## src/rtl/trivium_host_ctrl.sv

```systemverilog
// Host-side sequencer for the trivium keystream core: byte-wide key/IV loading,
// load/warm-up sequencing and keystream-byte XOR with host data.
module trivium_host_ctrl #(
    parameter int WARMUP = 1152
) (
    input  logic        clk,
    input  logic        rst,
    input  logic        rekey,
    input  logic [7:0]  in_data,
    input  logic        in_valid,
    output logic        in_ready,
    output logic [7:0]  out_data,
    output logic        out_valid,
    input  logic        out_ready,
    output logic [79:0] key,
    output logic [79:0] iv,
    output logic        core_rst,
    output logic        core_enable,
    input  logic        ks_bit
);

    localparam int WCNT_W = $clog2(WARMUP + 1);

    typedef enum logic [2:0] {
        S_LOAD_KEY,
        S_LOAD_IV,
        S_CORE_LOAD,
        S_WARM,
        S_STREAM
    } state_t;

    state_t              state_q, state_d;
    logic [3:0]          byte_cnt_q, byte_cnt_d;
    logic [79:0]         key_q, key_d;
    logic [79:0]         iv_q, iv_d;
    logic [WCNT_W-1:0]   warm_cnt_q, warm_cnt_d;
    logic [3:0]          ks_cnt_q, ks_cnt_d;
    logic [7:0]          ks_byte_q, ks_byte_d;
    logic [7:0]          out_data_q, out_data_d;
    logic                out_valid_q, out_valid_d;
    logic                ks_full;
    logic                xfer;

    always_comb begin
        state_d     = state_q;
        byte_cnt_d  = byte_cnt_q;
        key_d       = key_q;
        iv_d        = iv_q;
        warm_cnt_d  = warm_cnt_q;
        ks_cnt_d    = ks_cnt_q;
        ks_byte_d   = ks_byte_q;
        out_data_d  = out_data_q;
        out_valid_d = out_valid_q;
        in_ready    = 1'b0;
        core_rst    = 1'b0;
        core_enable = 1'b0;
        ks_full     = (ks_cnt_q == 4'd8);

        // rekey masks every strobe in its own cycle so the core is left untouched
        if (!rekey) begin
            case (state_q)
                S_LOAD_KEY, S_LOAD_IV: in_ready = 1'b1;
                S_CORE_LOAD:           core_rst = 1'b1;
                S_WARM:                core_enable = 1'b1;
                S_STREAM: begin
                    in_ready    = ks_full && (!out_valid_q || out_ready);
                    core_enable = !ks_full;
                end
                default: ;
            endcase
        end

        xfer = in_valid && in_ready;

        if (out_valid_q && out_ready) begin
            out_valid_d = 1'b0;
        end

        if (rekey) begin
            state_d     = S_LOAD_KEY;
            byte_cnt_d  = 4'd0;
            ks_cnt_d    = 4'd0;
            warm_cnt_d  = '0;
            out_valid_d = 1'b0;
        end else begin
            case (state_q)
                S_LOAD_KEY: begin
                    if (xfer) begin
                        key_d[{byte_cnt_q, 3'b000} +: 8] = in_data;
                        if (byte_cnt_q == 4'd9) begin
                            byte_cnt_d = 4'd0;
                            state_d    = S_LOAD_IV;
                        end else begin
                            byte_cnt_d = byte_cnt_q + 4'd1;
                        end
                    end
                end
                S_LOAD_IV: begin
                    if (xfer) begin
                        iv_d[{byte_cnt_q, 3'b000} +: 8] = in_data;
                        if (byte_cnt_q == 4'd9) begin
                            byte_cnt_d = 4'd0;
                            state_d    = S_CORE_LOAD;
                        end else begin
                            byte_cnt_d = byte_cnt_q + 4'd1;
                        end
                    end
                end
                S_CORE_LOAD: begin
                    warm_cnt_d = '0;
                    state_d    = S_WARM;
                end
                S_WARM: begin
                    if (warm_cnt_q == WCNT_W'(WARMUP - 1)) begin
                        warm_cnt_d = '0;
                        ks_cnt_d   = 4'd0;
                        state_d    = S_STREAM;
                    end else begin
                        warm_cnt_d = warm_cnt_q + 1'b1;
                    end
                end
                S_STREAM: begin
                    // first collected bit lands in the LSB
                    if (core_enable) begin
                        ks_byte_d[ks_cnt_q[2:0]] = ks_bit;
                        ks_cnt_d = ks_cnt_q + 4'd1;
                    end
                    if (xfer) begin
                        out_data_d  = in_data ^ ks_byte_q;
                        out_valid_d = 1'b1;
                        ks_cnt_d    = 4'd0;
                    end
                end
                default: state_d = S_LOAD_KEY;
            endcase
        end
    end

    always_ff @(posedge clk) begin
        if (rst) begin
            state_q     <= S_LOAD_KEY;
            byte_cnt_q  <= 4'd0;
            key_q       <= '0;
            iv_q        <= '0;
            warm_cnt_q  <= '0;
            ks_cnt_q    <= 4'd0;
            ks_byte_q   <= 8'd0;
            out_data_q  <= 8'd0;
            out_valid_q <= 1'b0;
        end else begin
            state_q     <= state_d;
            byte_cnt_q  <= byte_cnt_d;
            key_q       <= key_d;
            iv_q        <= iv_d;
            warm_cnt_q  <= warm_cnt_d;
            ks_cnt_q    <= ks_cnt_d;
            ks_byte_q   <= ks_byte_d;
            out_data_q  <= out_data_d;
            out_valid_q <= out_valid_d;
        end
    end

    assign key       = key_q;
    assign iv        = iv_q;
    assign out_data  = out_data_q;
    assign out_valid = out_valid_q;

endmodule

```

## config.mk

```make
export PLATFORM = sky130hd
export DESIGN_NAME = trivium_host_ctrl
export DESIGN_NICKNAME = d
export VERILOG_FILES = /design/src/rtl/trivium_host_ctrl.sv
export SDC_FILE = /design/constraint.sdc
export NUM_CORES = 1
export LEC_CHECK = 0
export ABC_AREA = 0
export ABC_CLOCK_PERIOD_IN_PS = 2580
export BUFFER_PORTS_ARGS = -buffer_cell sky130_fd_sc_hd__buf_2
export CORE_MARGIN = 4
export CORE_UTILIZATION = 45
export CTS_CLUSTER_DIAMETER = 80
export DETAILED_ROUTE_END_ITERATION = 10
export GPL_ROUTABILITY_DRIVEN = 0
export PLACE_DENSITY = 0.74
export SYNTH_ARGS = -nofsm -noshare
export SYNTH_HDL_FRONTEND = slang
export SYNTH_SLANG_ARGS = --single-unit
```

## constraint.sdc

```tcl
create_clock -name clk -period 2.58 [get_ports clk]
set_input_delay 0.129 -clock clk [delete_from_list [all_inputs] [get_ports clk]]
set_output_delay 0.129 -clock clk [all_outputs]
set_load 0.03 [all_outputs]
```

# ---- Yosys cells after proc, flatten, opt, wreduce, memory -nomap -nowiden
# Index checks and enable logic that the tools add are counted.
dict set report word_totals {
  output_inout_bits 172
  regBits 199
  elab_cells 79
}
dict set report op_classes {
  muxes 27
  bitwise_logic 3
  n_lt_le_gt_ge 2
  n_addsub 4
  n_reduce_logical 19
  shifts 2
  eq_ne 13
}
# operator n
set op_table {}
lappend op_table {{bitwise mux 80 bit} 2}
lappend op_table {{variable shift 8 x 9 -> 80 bit (first input constant)} 1}
lappend op_table {{variable part select 8 x 9 -> 80 bit} 1}
lappend op_table {{one-hot mux 11 bit (2 select lines)} 1}
lappend op_table {{2-to-1 mux 4 bit} 4}
lappend op_table {{2-to-1 mux 3 bit} 5}
lappend op_table {{one-hot mux 3 bit (5 select lines)} 1}
lappend op_table {{AND reduction 3 bit} 5}
lappend op_table {{adder 11 x 1 -> 11 bit (second input constant)} 1}
lappend op_table {{equality test 11 bit (second input constant)} 1}
lappend op_table {{2-to-1 mux 11 bit} 1}
lappend op_table {{!= test 2 bit (second input constant)} 5}
lappend op_table {{negation 7 -> 9 bit} 1}
lappend op_table {{adder 4 x 1 -> 4 bit (second input constant)} 2}
lappend op_table {{bitwise mux 8 bit} 1}
lappend op_table {{equality test 4 bit (second input constant)} 2}
lappend op_table {{2-to-1 mux 1 bit} 8}
lappend op_table {{one-hot mux 4 bit (2 select lines)} 1}
lappend op_table {{XOR 8 bit} 1}
lappend op_table {{equality test 3 x 2 -> 1 bit (second input constant)} 2}
lappend op_table {{AND reduction 6 bit} 1}
lappend op_table {{logical AND 1 bit} 4}
lappend op_table {{less-than comparator 3 x 4 -> 1 bit (second input constant)} 1}
lappend op_table {{one-hot mux 1 bit (2 select lines)} 2}
lappend op_table {{12 further kinds} 16}

# ---- Depth between registers and ports, before layout
# Gate-level depths: netlist of the first run.
dict set report logic_depth {
  ltp_word 8
  ltp_mapped 8
}

# ---- Worst setup path before layout of the first run
# OpenSTA, ideal clock, no wires.
dict set report synth_timing {
  path_kind {register to register}
  from {register byte_cnt_q[0]}
  to {register iv_q[24], in the netlist iv[24]}
  path_buffers 1
  synth_period_minus_slack_ns 2.350
  path_slack_ns 0.230
  t_arrival_ns 2.214
  stages_incl_launch_ff 9
  t_required_ns 2.443
  path_cell_list {dfxtp_1 > inv_1 > ha_1 > and2_1 > a211oi_2 > nor2_1 > and3_1 > clkbuf_1 > mux2i_1}
}
dict set report synth_between {
  elab_chain_cells 3
  elab_cells_between_ends 4
}
# element line
set synth_lines {}
lappend synth_lines {{start: declaration} 33} ;# logic [3:0] byte_cnt_q, byte_cnt_d;
lappend synth_lines {{start signal: assignment} 152} ;# byte_cnt_q <= byte_cnt_d;
lappend synth_lines {{negation 7 -> 9 bit (*)} 100} ;# iv_d[{byte_cnt_q, 3'b000} +: 8] = in_data;
lappend synth_lines {{variable part select 8 x 9 -> 80 bit / variable shift 8 x 9 -> 80 bit (equally long branches)} 100}
lappend synth_lines {{bitwise mux 80 bit (*)} 100}
lappend synth_lines {{end signal: assignment} 154} ;# iv_q <= iv_d;
lappend synth_lines {{end: declaration} 35} ;# logic [79:0] iv_q, iv_d;
# Every way passes the cells marked *; elsewhere a longest branch is shown, timed or not.
# A chain may end at the register's enable or synchronous reset.

# ---- Final worst setup path of the first run
dict set report layout_timing {
  from {register byte_cnt_q[0]}
  to {register iv_q[28], in the netlist iv[28]}
}
# Same word-level chain as after synthesis.

==> impl_metrics.json, run 1 <==
{
  "route.detailed.vias_per_inst": 5.18,
  "timing.reg2reg.setup_slack_ps": 160,
  "period_minus_slack_ps": 2420,
  "hold-worst-slack_ps": 36.7,
  "dieHeight_um": 143,
  "setup_repair_after_global_routing_missed_its_margin": "false",
  "drt-met1-wl_um": 9480,
  "postCtsSetupRepairBufs": 0,
  "post-place-ws_ps": 195,
  "first_global_vias": 6177,
  "max_slew_margin_pct": 39.0,
  "cts-root-buf": "sky130_fd_sc_hd__clkbuf_16",
  "ctsHoldBuffers": 0,
  "core_region_area_mm2": 0.0180,
  "met3_wirelength_um": 1710,
  "critical_path_peak_fanout": 8,
  "start_of_the_worst_register_to_register_path": "byte_cnt_q[0]$_SDFFE_PP0P_",
  "place_area_mm2": 0.00942,
  "floorplan.die.width_um": 143,
  "design.die.area_mm2": 0.0205,
  "clock_latency_ps": 430,
  "reg2reg_depth": 7,
  "ffs_w_async_s_r_synth_pct": 0,
  "drt.antenna.violating_nets": 0,
  "regToRegEndpoint": "iv[28]$_SDFFE_PP0P_",
  "hp-start": "out_ready",
  "n_antenna_cell": 0,
  "hold_viol_final": 0,
  "post_cts_clock_slew_at_the_launch_and_capture_registers_of_the_worst_setup_and_hold_paths_ps": 70,
  "grt_antenna_before_repair": 0,
  "core.rowCount": 49,
  "layout.core_utilization_pct": 56.0,
  "synth-main-ff-cell": "sky130_fd_sc_hd__dfxtp_1",
  "slew_viol_final": 0,
  "port_buffers": 185,
  "mappedNetlistNets": 855,
  "routed.top_layer": "met4",
  "initial_utilization_pct": 45.7,
  "wire_per_inst_um": 16.9,
  "post_cts.resized_instances": 0,
  "area_growth_pct": 22.5,
  "final.setup.tns_ps": 0,
  "worst_setup_path_end_kind": "flip-flop",
  "cts_inserted_buffers": 17,
  "power-per-cell-area_mw_per_mm2": 609,
  "timing.hold.worst_endpoint": "out_valid$_SDFF_PP0_",
  "synthDistinctLibCells": 58,
  "worst_slew_pin_tran_ps": 911,
  "worst_ir_drop_vdd_mv": 0.453,
  "clock_tree_from_tritoncts": "built",
  "timing.final.setup_violations": 0,
  "timing.final.crit_share_pct": 93.7,
  "fillCellCount": 1590,
  "data_required_time_at_the_worst_endpoint_ps": 2880,
  "cellLeakagePower_nw": 4.38,
  "synthesis.area_per_instance_um2": 9.84,
  "maxClockFrequency_mhz": 414,
  "cap_violations": 0,
  "post_place_cells": 1229,
  "ioPinCount": 186,
  "maximum_number_of_pins_on_one_net_before_global_route_repair": 137,
  "post_route_cells_drive_above_1_share_pct": 25.8,
  "worst-setup-path-type": "reg -> reg",
  "outcome": "completed",
  "fin_worst_skew_ps": 12.5,
  "met2_wirelength_um": 9870,
  "worst_ep_arrival_time_ps": 2720,
  "initialDrtViolationCount": 385,
  "count_of_mapped_cells_out_of_synthesis": 834,
  "synth_seq_area_share_pct": 48.6,
  "cp-start-kind": "flip-flop",
  "clkSinkCount": 199,
  "timing.hold.worst.class": "in -> reg",
  "yosys_warnings": 0,
  "routed_wirelength_um": 21400,
  "fin_ws_ps": 162,
  "drc_errors": 0,
  "grt_pass1_wl_um": 33500,
  "nNetsFinal": 1040,
  "htree_levels": 4,
  "grt-ovfl-total": 0,
  "detailed_routing_iterations_pass_1": 5,
  "hold-path-cell-count": 3,
  "fin_area_mm2": 0.0101,
  "postSynthRegisterBits": 199,
  "grt_use_total_pct": 20.7,
  "finalPower_mw": 6.12,
  "synth-edff-count": 0,
  "syn_std_cell_area_mm2": 0.00820,
  "cts_buffer_depth": 2,
  "final-instance-count-excl-fill": 1261,
  "dpl.hpwl_um": 14600,
  "via_count": 6530
}
sequential cells by signal (all words and copies together) (netlist names):
| name | flops |
|---|---|
| key | 80 |
| state_q | 3 |
| byte_cnt_q | 4 |
| ks_byte_q | 8 |
| ks_cnt_q | 4 |
| iv | 80 |
| warm_cnt_q | 11 |
| out_data | 8 |
| out_valid | 1 |
power breakdown:
part | leakage (nW) | total (mW) | internal (mW) | switching (mW)
logic | 2.47 | 0.211 | 0.0593 | 0.152
clock network | 0.306 | 2.83 | 1.59 | 1.24
registers | 1.60 | 3.08 | 3.08 | 0.00344
cells in the final DEF, fill, tap and decap left out, types with 3 or more instances in the layout:
master | synthesis | routed
sky130_fd_sc_hd__o31ai_1 | 3 | 3
sky130_fd_sc_hd__nor2_1 | 158 | 158
sky130_fd_sc_hd__clkbuf_16 | 0 | 17
sky130_fd_sc_hd__ha_1 | 7 | 7
sky130_fd_sc_hd__nor4_1 | 4 | 4
sky130_fd_sc_hd__bufinv_16 | 0 | 3
sky130_fd_sc_hd__nand2_1 | 33 | 33
sky130_fd_sc_hd__buf_4 | 0 | 27
sky130_fd_sc_hd__a21oi_1 | 23 | 23
sky130_fd_sc_hd__buf_2 | 0 | 184
sky130_fd_sc_hd__nor2b_1 | 3 | 3
sky130_fd_sc_hd__nand3_1 | 14 | 14
sky130_fd_sc_hd__xnor2_1 | 8 | 8
sky130_fd_sc_hd__and3_1 | 13 | 13
sky130_fd_sc_hd__nor3_1 | 6 | 6
sky130_fd_sc_hd__inv_6 | 0 | 4
sky130_fd_sc_hd__nor3b_1 | 3 | 3
sky130_fd_sc_hd__mux2i_1 | 169 | 169
sky130_fd_sc_hd__nand2b_1 | 66 | 66
sky130_fd_sc_hd__nor3_2 | 8 | 8
sky130_fd_sc_hd__inv_1 | 5 | 5
sky130_fd_sc_hd__nand4_1 | 7 | 7
sky130_fd_sc_hd__nand3b_1 | 3 | 3
sky130_fd_sc_hd__dfxtp_1 | 199 | 199
sky130_fd_sc_hd__and3b_1 | 3 | 3
sky130_fd_sc_hd__o21ai_0 | 6 | 6
sky130_fd_sc_hd__a31oi_1 | 7 | 7
per-layer routing:
layer  vias up  track usage, %
met2       182            32.3
met3        25            7.54
met4         0            5.90
li1       3215               -
met5         -               0
met1      3108            27.1
how the worst max path moves through the flow:
stage                                    start                         to
floorplan           byte_cnt_q[0]$_SDFFE_PP0P_        iv[24]$_SDFFE_PP0P_
global placement    warm_cnt_q[7]$_SDFFE_PP0P_  ks_byte_q[6]$_SDFFE_PP0P_
detailed placement  warm_cnt_q[7]$_SDFFE_PP0P_  ks_byte_q[6]$_SDFFE_PP0P_
CTS                 warm_cnt_q[7]$_SDFFE_PP0P_  ks_byte_q[6]$_SDFFE_PP0P_
global route        byte_cnt_q[0]$_SDFFE_PP0P_        iv[28]$_SDFFE_PP0P_
finish              byte_cnt_q[0]$_SDFFE_PP0P_        iv[28]$_SDFFE_PP0P_
synth_stat cells, drive strengths merged, types with 4 or more instances:
master | number | area share (%)
dfxtp | 199 | 49
inv | 5 | 0.23
clkbuf | 43 | 2.2
nand2 | 33 | 1.5
nand4 | 7 | 0.53
xnor2 | 8 | 0.85
nand2b | 66 | 5.0
ha | 7 | 1.1
a31oi | 7 | 0.53
a21oi | 23 | 1.4
nor4 | 6 | 0.82
and2 | 4 | 0.32
mux2i | 169 | 21
nand3 | 14 | 0.85
and3 | 13 | 0.99
nor2 | 158 | 7.2
nor3 | 14 | 1.3
o21ai | 6 | 0.37
cell families after synthesis:
logic type / count (synthesis) / synth area share, %
AND/OR/NAND/NOR: 342 / 21.5
flip-flops: 199 / 48.6
multiplexers: 169 / 20.6
AO/OA/AOI/OAI: 56 / 4.35
buffers and inverters: 51 / 2.79
XOR/XNOR: 10 / 1.07
adder cells (fa/ha/maj): 7 / 1.07
area by class of cell:
class                      instances  area, um^2  area share (%)
inverter                           5        18.8           0.187
timing repair buffer             212        1140            11.4
tap                              229         287            2.85
clock buffer                      19         443            4.41
multi-input combinational        584        3990            39.7
clock inverter                    13         185            1.84
sequential                       199        3980            39.6
worst max-delay path: stages (launching register included):
cell and delay, ps:
sky130_fd_sc_hd__dfxtp_1 340, sky130_fd_sc_hd__inv_1 80, sky130_fd_sc_hd__ha_1 240, sky130_fd_sc_hd__and2_1 200, sky130_fd_sc_hd__a211oi_2 700, sky130_fd_sc_hd__nor2_1 140
sky130_fd_sc_hd__and3_1 400, sky130_fd_sc_hd__mux2i_1 180
No activity file was read; power rests on OpenSTA's default activity.
==> run 2: changes to the inputs <==
Settings changed: REMOVE_ABC_BUFFERS set to 1.
==> run 2 against run 1 <==
  * Critical path depth is the same
  * First-iteration DRC count shrank 8.1%
  * Sequential share of layout area is essentially flat
  * Die area is the same
  * Combinational power is essentially flat
  * Sequential cell count is the same
  * Hold slack gained 19 ps
  * Register-to-register slack gained 30 ps
  * Critical path type unchanged
==> impl_metrics.json, run 2 (synthesis gave the netlist of run 1 again) <==
{
  "core_region_area_mm2": 0.0180,
  "port_buffers": 185,
  "timing.final.crit_share_pct": 92.5,
  "maximum_number_of_pins_on_one_net_before_global_route_repair": 109,
  "wire_per_inst_um": 16.6,
  "floorplan.die.width_um": 143,
  "dpl.hpwl_um": 14300,
  "fillCellCount": 1586,
  "dieHeight_um": 143,
  "first_global_vias": 6131,
  "maxClockFrequency_mhz": 419,
  "hold-path-cell-count": 3,
  "period_minus_slack_ps": 2390,
  "area_growth_pct": 22.6,
  "cp-start-kind": "flip-flop",
  "reg2reg_depth": 7,
  "post_cts.resized_instances": 0,
  "detailed_routing_iterations_pass_1": 5,
  "ctsHoldBuffers": 0,
  "outcome": "completed",
  "multiInputGateArea_mm2": 0.00399,
  "most-common-layout-cells": "sky130_fd_sc_hd__dfxtp_1, sky130_fd_sc_hd__buf_2, sky130_fd_sc_hd__mux2i_1",
  "final.setup.tns_ps": 0,
  "cts_buffer_depth": 2,
  "timing.final.setup_violations": 0,
  "slew_viol_final": 0,
  "core.rowCount": 49,
  "clock_tree_from_tritoncts": "built",
  "initial_utilization_pct": 45.7,
  "finalPower_mw": 6.12,
  "drt.antenna.violating_nets": 0,
  "routed_wirelength_um": 20900,
  "htree_levels": 4,
  "n_antenna_cell": 0,
  "mostFrequentLayoutCell": "sky130_fd_sc_hd__dfxtp_1",
  "data_required_time_at_the_worst_endpoint_ps": 2880,
  "cap_violations": 0,
  "via_count": 6510,
  "fin_worst_skew_ps": 12.4,
  "critical_path_peak_fanout": 8,
  "post_place_cells": 1230,
  "cts_inserted_buffers": 17,
  "worst_ir_drop_vdd_mv": 0.433,
  "setup_repair_after_global_routing_missed_its_margin": "true",
  "grt_use_total_pct": 20.3,
  "post_cts_clock_slew_at_the_launch_and_capture_registers_of_the_worst_setup_and_hold_paths_ps": 70,
  "post-place-ws_ps": 193,
  "fin_area_mm2": 0.0101,
  "nNetsFinal": 1041,
  "worst-setup-path-type": "reg -> reg",
  "route.detailed.vias_per_inst": 5.16,
  "cts-root-buf": "sky130_fd_sc_hd__clkbuf_16",
  "clkSinkCount": 199,
  "area.sequential_mm2": 0.00398,
  "postCtsSetupRepairBufs": 0,
  "power-per-cell-area_mw_per_mm2": 609,
  "final-instance-count-excl-fill": 1261,
  "design.die.area_mm2": 0.0205,
  "clock_latency_ps": 430,
  "post_route_cells_drive_above_1_share_pct": 26.0,
  "hold_viol_final": 0,
  "timing.hold.worst.class": "in -> reg",
  "worst_slew_pin_tran_ps": 829,
  "worst_ep_arrival_time_ps": 2680,
  "grt_pass1_wl_um": 33300,
  "drc_errors": 0,
  "fin_ws_ps": 194,
  "grt_antenna_before_repair": 0,
  "grt-ovfl-total": 0,
  "place_area_mm2": 0.00943,
  "worst_setup_path_end_kind": "flip-flop",
  "initialDrtViolationCount": 354,
  "cellLeakagePower_nw": 4.38,
  "max_slew_margin_pct": 44.4,
  "ioPinCount": 186
}
==> run 2: cell count changes in the layout (fill, tap and decap cells not counted), sizes merged <==
cell and delta:
buf +1, bufinv +1, clkbuf -1, inv -1
==> run 2: worst max-delay path: stages (launching register included) <==
cell	delay (ps)
sky130_fd_sc_hd__dfxtp_1	450
sky130_fd_sc_hd__inv_1	130
sky130_fd_sc_hd__ha_1	250
sky130_fd_sc_hd__nor2_1	230
sky130_fd_sc_hd__a21boi_1	170
sky130_fd_sc_hd__nor3_2	720
sky130_fd_sc_hd__mux2i_1	270
sky130_fd_sc_hd__nor2_1	50
==> run 2: per-layer routing <==
metal | GRT usage (%) | vias to the layer above | wire (um)
met5 | 0 | - | 0
met4 | 5.35 | 0 | 267
met3 | 5.49 | 20 | 1340
met2 | 32.0 | 182 | 9740
met1 | 27.7 | 3080 | 9590
li1 | - | 3228 | -
==> run 2: stage by stage <==
step / utilization, % / hold WS, ps
after floorplan: - / 201
after global placement: 52.5 / 451
after detailed placement: 52.5 / 460
after CTS: 56.0 / 35.8
after global routing: 56.0 / 68.3
final: 56.0 / 56.2
==> run 2: final timing paths <==
| kind | start | end | slack [ps] |
|---|---|---|---|
| max reg2reg | byte_cnt_q[0]$_SDFFE_PP0P_ | key[15]$_SDFFE_PP0P_ | 190 |
| min reg2reg | iv[76]$_SDFFE_PP0P_ | iv[76]$_SDFFE_PP0P_ | 470 |
| max | byte_cnt_q[0]$_SDFFE_PP0P_ | key[15]$_SDFFE_PP0P_ | 190 |
| min | out_ready | out_valid$_SDFF_PP0_ | 60 |
==> run 2: cell type report <==
cell class              count  share of cell area, %
multi-input cells         584                   39.7
flip-flops and latches    199                   39.6
repair buffers            213                   11.4
clock buffers              18                   4.27
well taps                 229                   2.85
clock inverters            13                   1.94
inverters                   5                  0.187
==> run 2: report_power, final <==
part / internal, mW / switching, mW
registers: 3.08 / 0.00406
logic: 0.0606 / 0.148
clock network: 1.64 / 1.19
==> run 3: changes to the inputs <==
Settings changed: ABC_CLOCK_PERIOD_IN_PS 2580 to 3000.
Clock period 2.58 ns to 3 ns, I/O delays scaled along.
==> run 3 against run 2 <==
  * Combinational power down 15%
  * Total power is 15% lower
  * Die area stayed put
  * Global-route usage rose by 0.16 points
  * Sequential power is 14% lower
  * Clock power shrank 15%
  * Clock-buffer cell count grew 3
  * Critical path type unchanged
  * Setup slack improved by 310 ps
  * Cell count down 0.40%
  * Sequential share of layout area up 0.19 points
  * Fmax shrank 4.4%
==> impl_metrics.json, run 3 (synthesis gave the netlist of run 1 again) <==
{
  "dpl.hpwl_um": 14200,
  "worst_setup_path_end_kind": "flip-flop",
  "dieHeight_um": 143,
  "route.detailed.vias_per_inst": 5.21,
  "clkSinkCount": 199,
  "net-switching-power_mw": 1.15,
  "hold_viol_final": 0,
  "floorplan.die.width_um": 143,
  "grt_pass1_wl_um": 33400,
  "cellLeakagePower_nw": 4.34,
  "levels_on_crit_path": 7,
  "drt.antenna.violating_nets": 0,
  "final-instance-count-excl-fill": 1256,
  "crit_slowest_cell": "sky130_fd_sc_hd__a21boi_1",
  "finalPower_mw": 5.22,
  "post_place_cells": 1223,
  "maximum_number_of_pins_on_one_net_before_global_route_repair": 186,
  "worst_ep_arrival_time_ps": 2790,
  "regToRegEndpoint": "iv[25]$_SDFFE_PP0P_",
  "fin_worst_skew_ps": 13.6,
  "cap_violations": 0,
  "ioPinCount": 186,
  "routed_wirelength_um": 20900,
  "multiInputGateArea_mm2": 0.00399,
  "mostFrequentLayoutCell": "sky130_fd_sc_hd__dfxtp_1",
  "hp-start": "out_ready",
  "sequentialPowerShare_pct": 50.7,
  "critPathTopFamily": "compound AO/OA/AOI/OAI gates",
  "timing.final.crit_share_pct": 83.2,
  "initial_utilization_pct": 45.7,
  "grt_use_total_pct": 20.5,
  "area_growth_pct": 22.0,
  "worstPathCellList": "inv_1, ha_1, nor2_1, a21boi_1, nor2_1, and3_1, mux2i_1",
  "cts_buffer_depth": 2,
  "cp-start-kind": "flip-flop",
  "fin_area_mm2": 0.0100,
  "critical_path_peak_fanout": 10,
  "worst_path_largest_cell_delay_ps": 840,
  "port_buffers": 185,
  "setup_repair_after_global_routing_missed_its_margin": "false",
  "crit_buf_inv": 1,
  "worst_ir_drop_vdd_mv": 0.390,
  "detailed_routing_iterations_pass_1": 5,
  "first_global_vias": 6325,
  "period_minus_slack_ps": 2500,
  "reg2reg_depth": 7,
  "timing.final.setup_violations": 0,
  "max_slew_margin_pct": 30.9,
  "grt-ovfl-total": 0,
  "p_int_mw": 4.07,
  "postCtsSetupRepairBufs": 0,
  "power.share.combinational_pct": 3.4,
  "via_count": 6542,
  "initialDrtViolationCount": 454,
  "clock_share_of_power_pct": 45.9,
  "timing.hold.worst_endpoint": "out_valid$_SDFF_PP0_",
  "slew_viol_final": 0,
  "post_route_cells_drive_above_1_share_pct": 25.2,
  "power-per-cell-area_mw_per_mm2": 522,
  "timing.reg2reg.setup_slack_ps": 500,
  "area.sequential_mm2": 0.00398,
  "nNetsFinal": 1035,
  "outcome": "completed",
  "data_required_time_at_the_worst_endpoint_ps": 3290,
  "post_cts.resized_instances": 0,
  "timing.hold.worst.class": "in -> reg",
  "design.die.area_mm2": 0.0205,
  "worst_slew_pin_tran_ps": 1030,
  "place_area_mm2": 0.00938,
  "maxClockFrequency_mhz": 401,
  "final.setup.tns_ps": 0,
  "worst-setup-path-type": "reg -> reg",
  "layout.core_utilization_pct": 55.7,
  "start_of_the_worst_register_to_register_path": "byte_cnt_q[1]$_SDFFE_PP0P_",
  "hold-worst-slack_ps": 78.9,
  "cts-root-buf": "sky130_fd_sc_hd__clkbuf_16",
  "clock_tree_from_tritoncts": "built",
  "n_antenna_cell": 0,
  "post_cts_clock_slew_at_the_launch_and_capture_registers_of_the_worst_setup_and_hold_paths_ps": 70,
  "fin_ws_ps": 504,
  "most-common-layout-cells": "sky130_fd_sc_hd__dfxtp_1, sky130_fd_sc_hd__buf_2, sky130_fd_sc_hd__mux2i_1",
  "critPathMostFrequentCell": "sky130_fd_sc_hd__nor2_1",
  "htree_levels": 4,
  "post-place-ws_ps": 531,
  "fillCellCount": 1621,
  "core_region_area_mm2": 0.0180,
  "clock_latency_ps": 430,
  "grt_antenna_before_repair": 0,
  "wire_per_inst_um": 16.7,
  "core.rowCount": 49,
  "cts_inserted_buffers": 17,
  "netSwitchingFraction_pct": 22.0,
  "hold-path-cell-count": 3,
  "drc_errors": 0
}
-- run 3: repair_timing --
action                                  CTS  global route
hold buffers                              1             0
endpoints found under the setup margin    0             0
hold endpoints to repair                  1             0
-- run 3: worst max path at each step --
stage,startpoint,to
global placement,byte_cnt_q[1]$_SDFFE_PP0P_,key[31]$_SDFFE_PP0P_
global route,byte_cnt_q[1]$_SDFFE_PP0P_,iv[26]$_SDFFE_PP0P_
floorplan,byte_cnt_q[0]$_SDFFE_PP0P_,key[32]$_SDFFE_PP0P_
CTS,byte_cnt_q[1]$_SDFFE_PP0P_,iv[25]$_SDFFE_PP0P_
detailed placement,byte_cnt_q[1]$_SDFFE_PP0P_,iv[25]$_SDFFE_PP0P_
finish,byte_cnt_q[1]$_SDFFE_PP0P_,iv[25]$_SDFFE_PP0P_
-- run 3: layout make-up --
cell class,instances,area share (%)
clock buffer,21,4.60
clock inverter,11,1.60
inverter,5,0.188
multi-input combinational,584,39.9
sequential,199,39.8
tap,229,2.86
timing repair buffer,207,11.1
-- run 3: power by group through the flow --
| stage | Clock [mW] | Sequential [mW] | Combinational (mW) |
|---|---|---|---|
| after floorplan | 0 | 2.72 | 0.0606 |
| after detailed placement | 0 | 2.71 | 0.176 |
| after global routing | 2.55 | 2.65 | 0.191 |
| after CTS | 2.45 | 2.65 | 0.177 |
| after global placement | 0 | 2.71 | 0.176 |
| final | 2.40 | 2.65 | 0.178 |
-- run 3: worst min-delay path: stages --
cell and delay (ps):
sky130_fd_sc_hd__buf_2 80, sky130_fd_sc_hd__or2b_4 140, sky130_fd_sc_hd__a21oi_1 70
-- run 3: per-layer routing --
layer / vias to the layer above / part of all wire, % / routed length (um) / track usage [%]
li1: 3221 / - / - / -
met2: 184 / 47 / 9820 / 33.2
met5: - / 0 / 0 / 0
met4: 0 / 1.1 / 240 / 5.05
met3: 15 / 6.8 / 1430 / 6.10
met1: 3122 / 45 / 9450 / 27.0
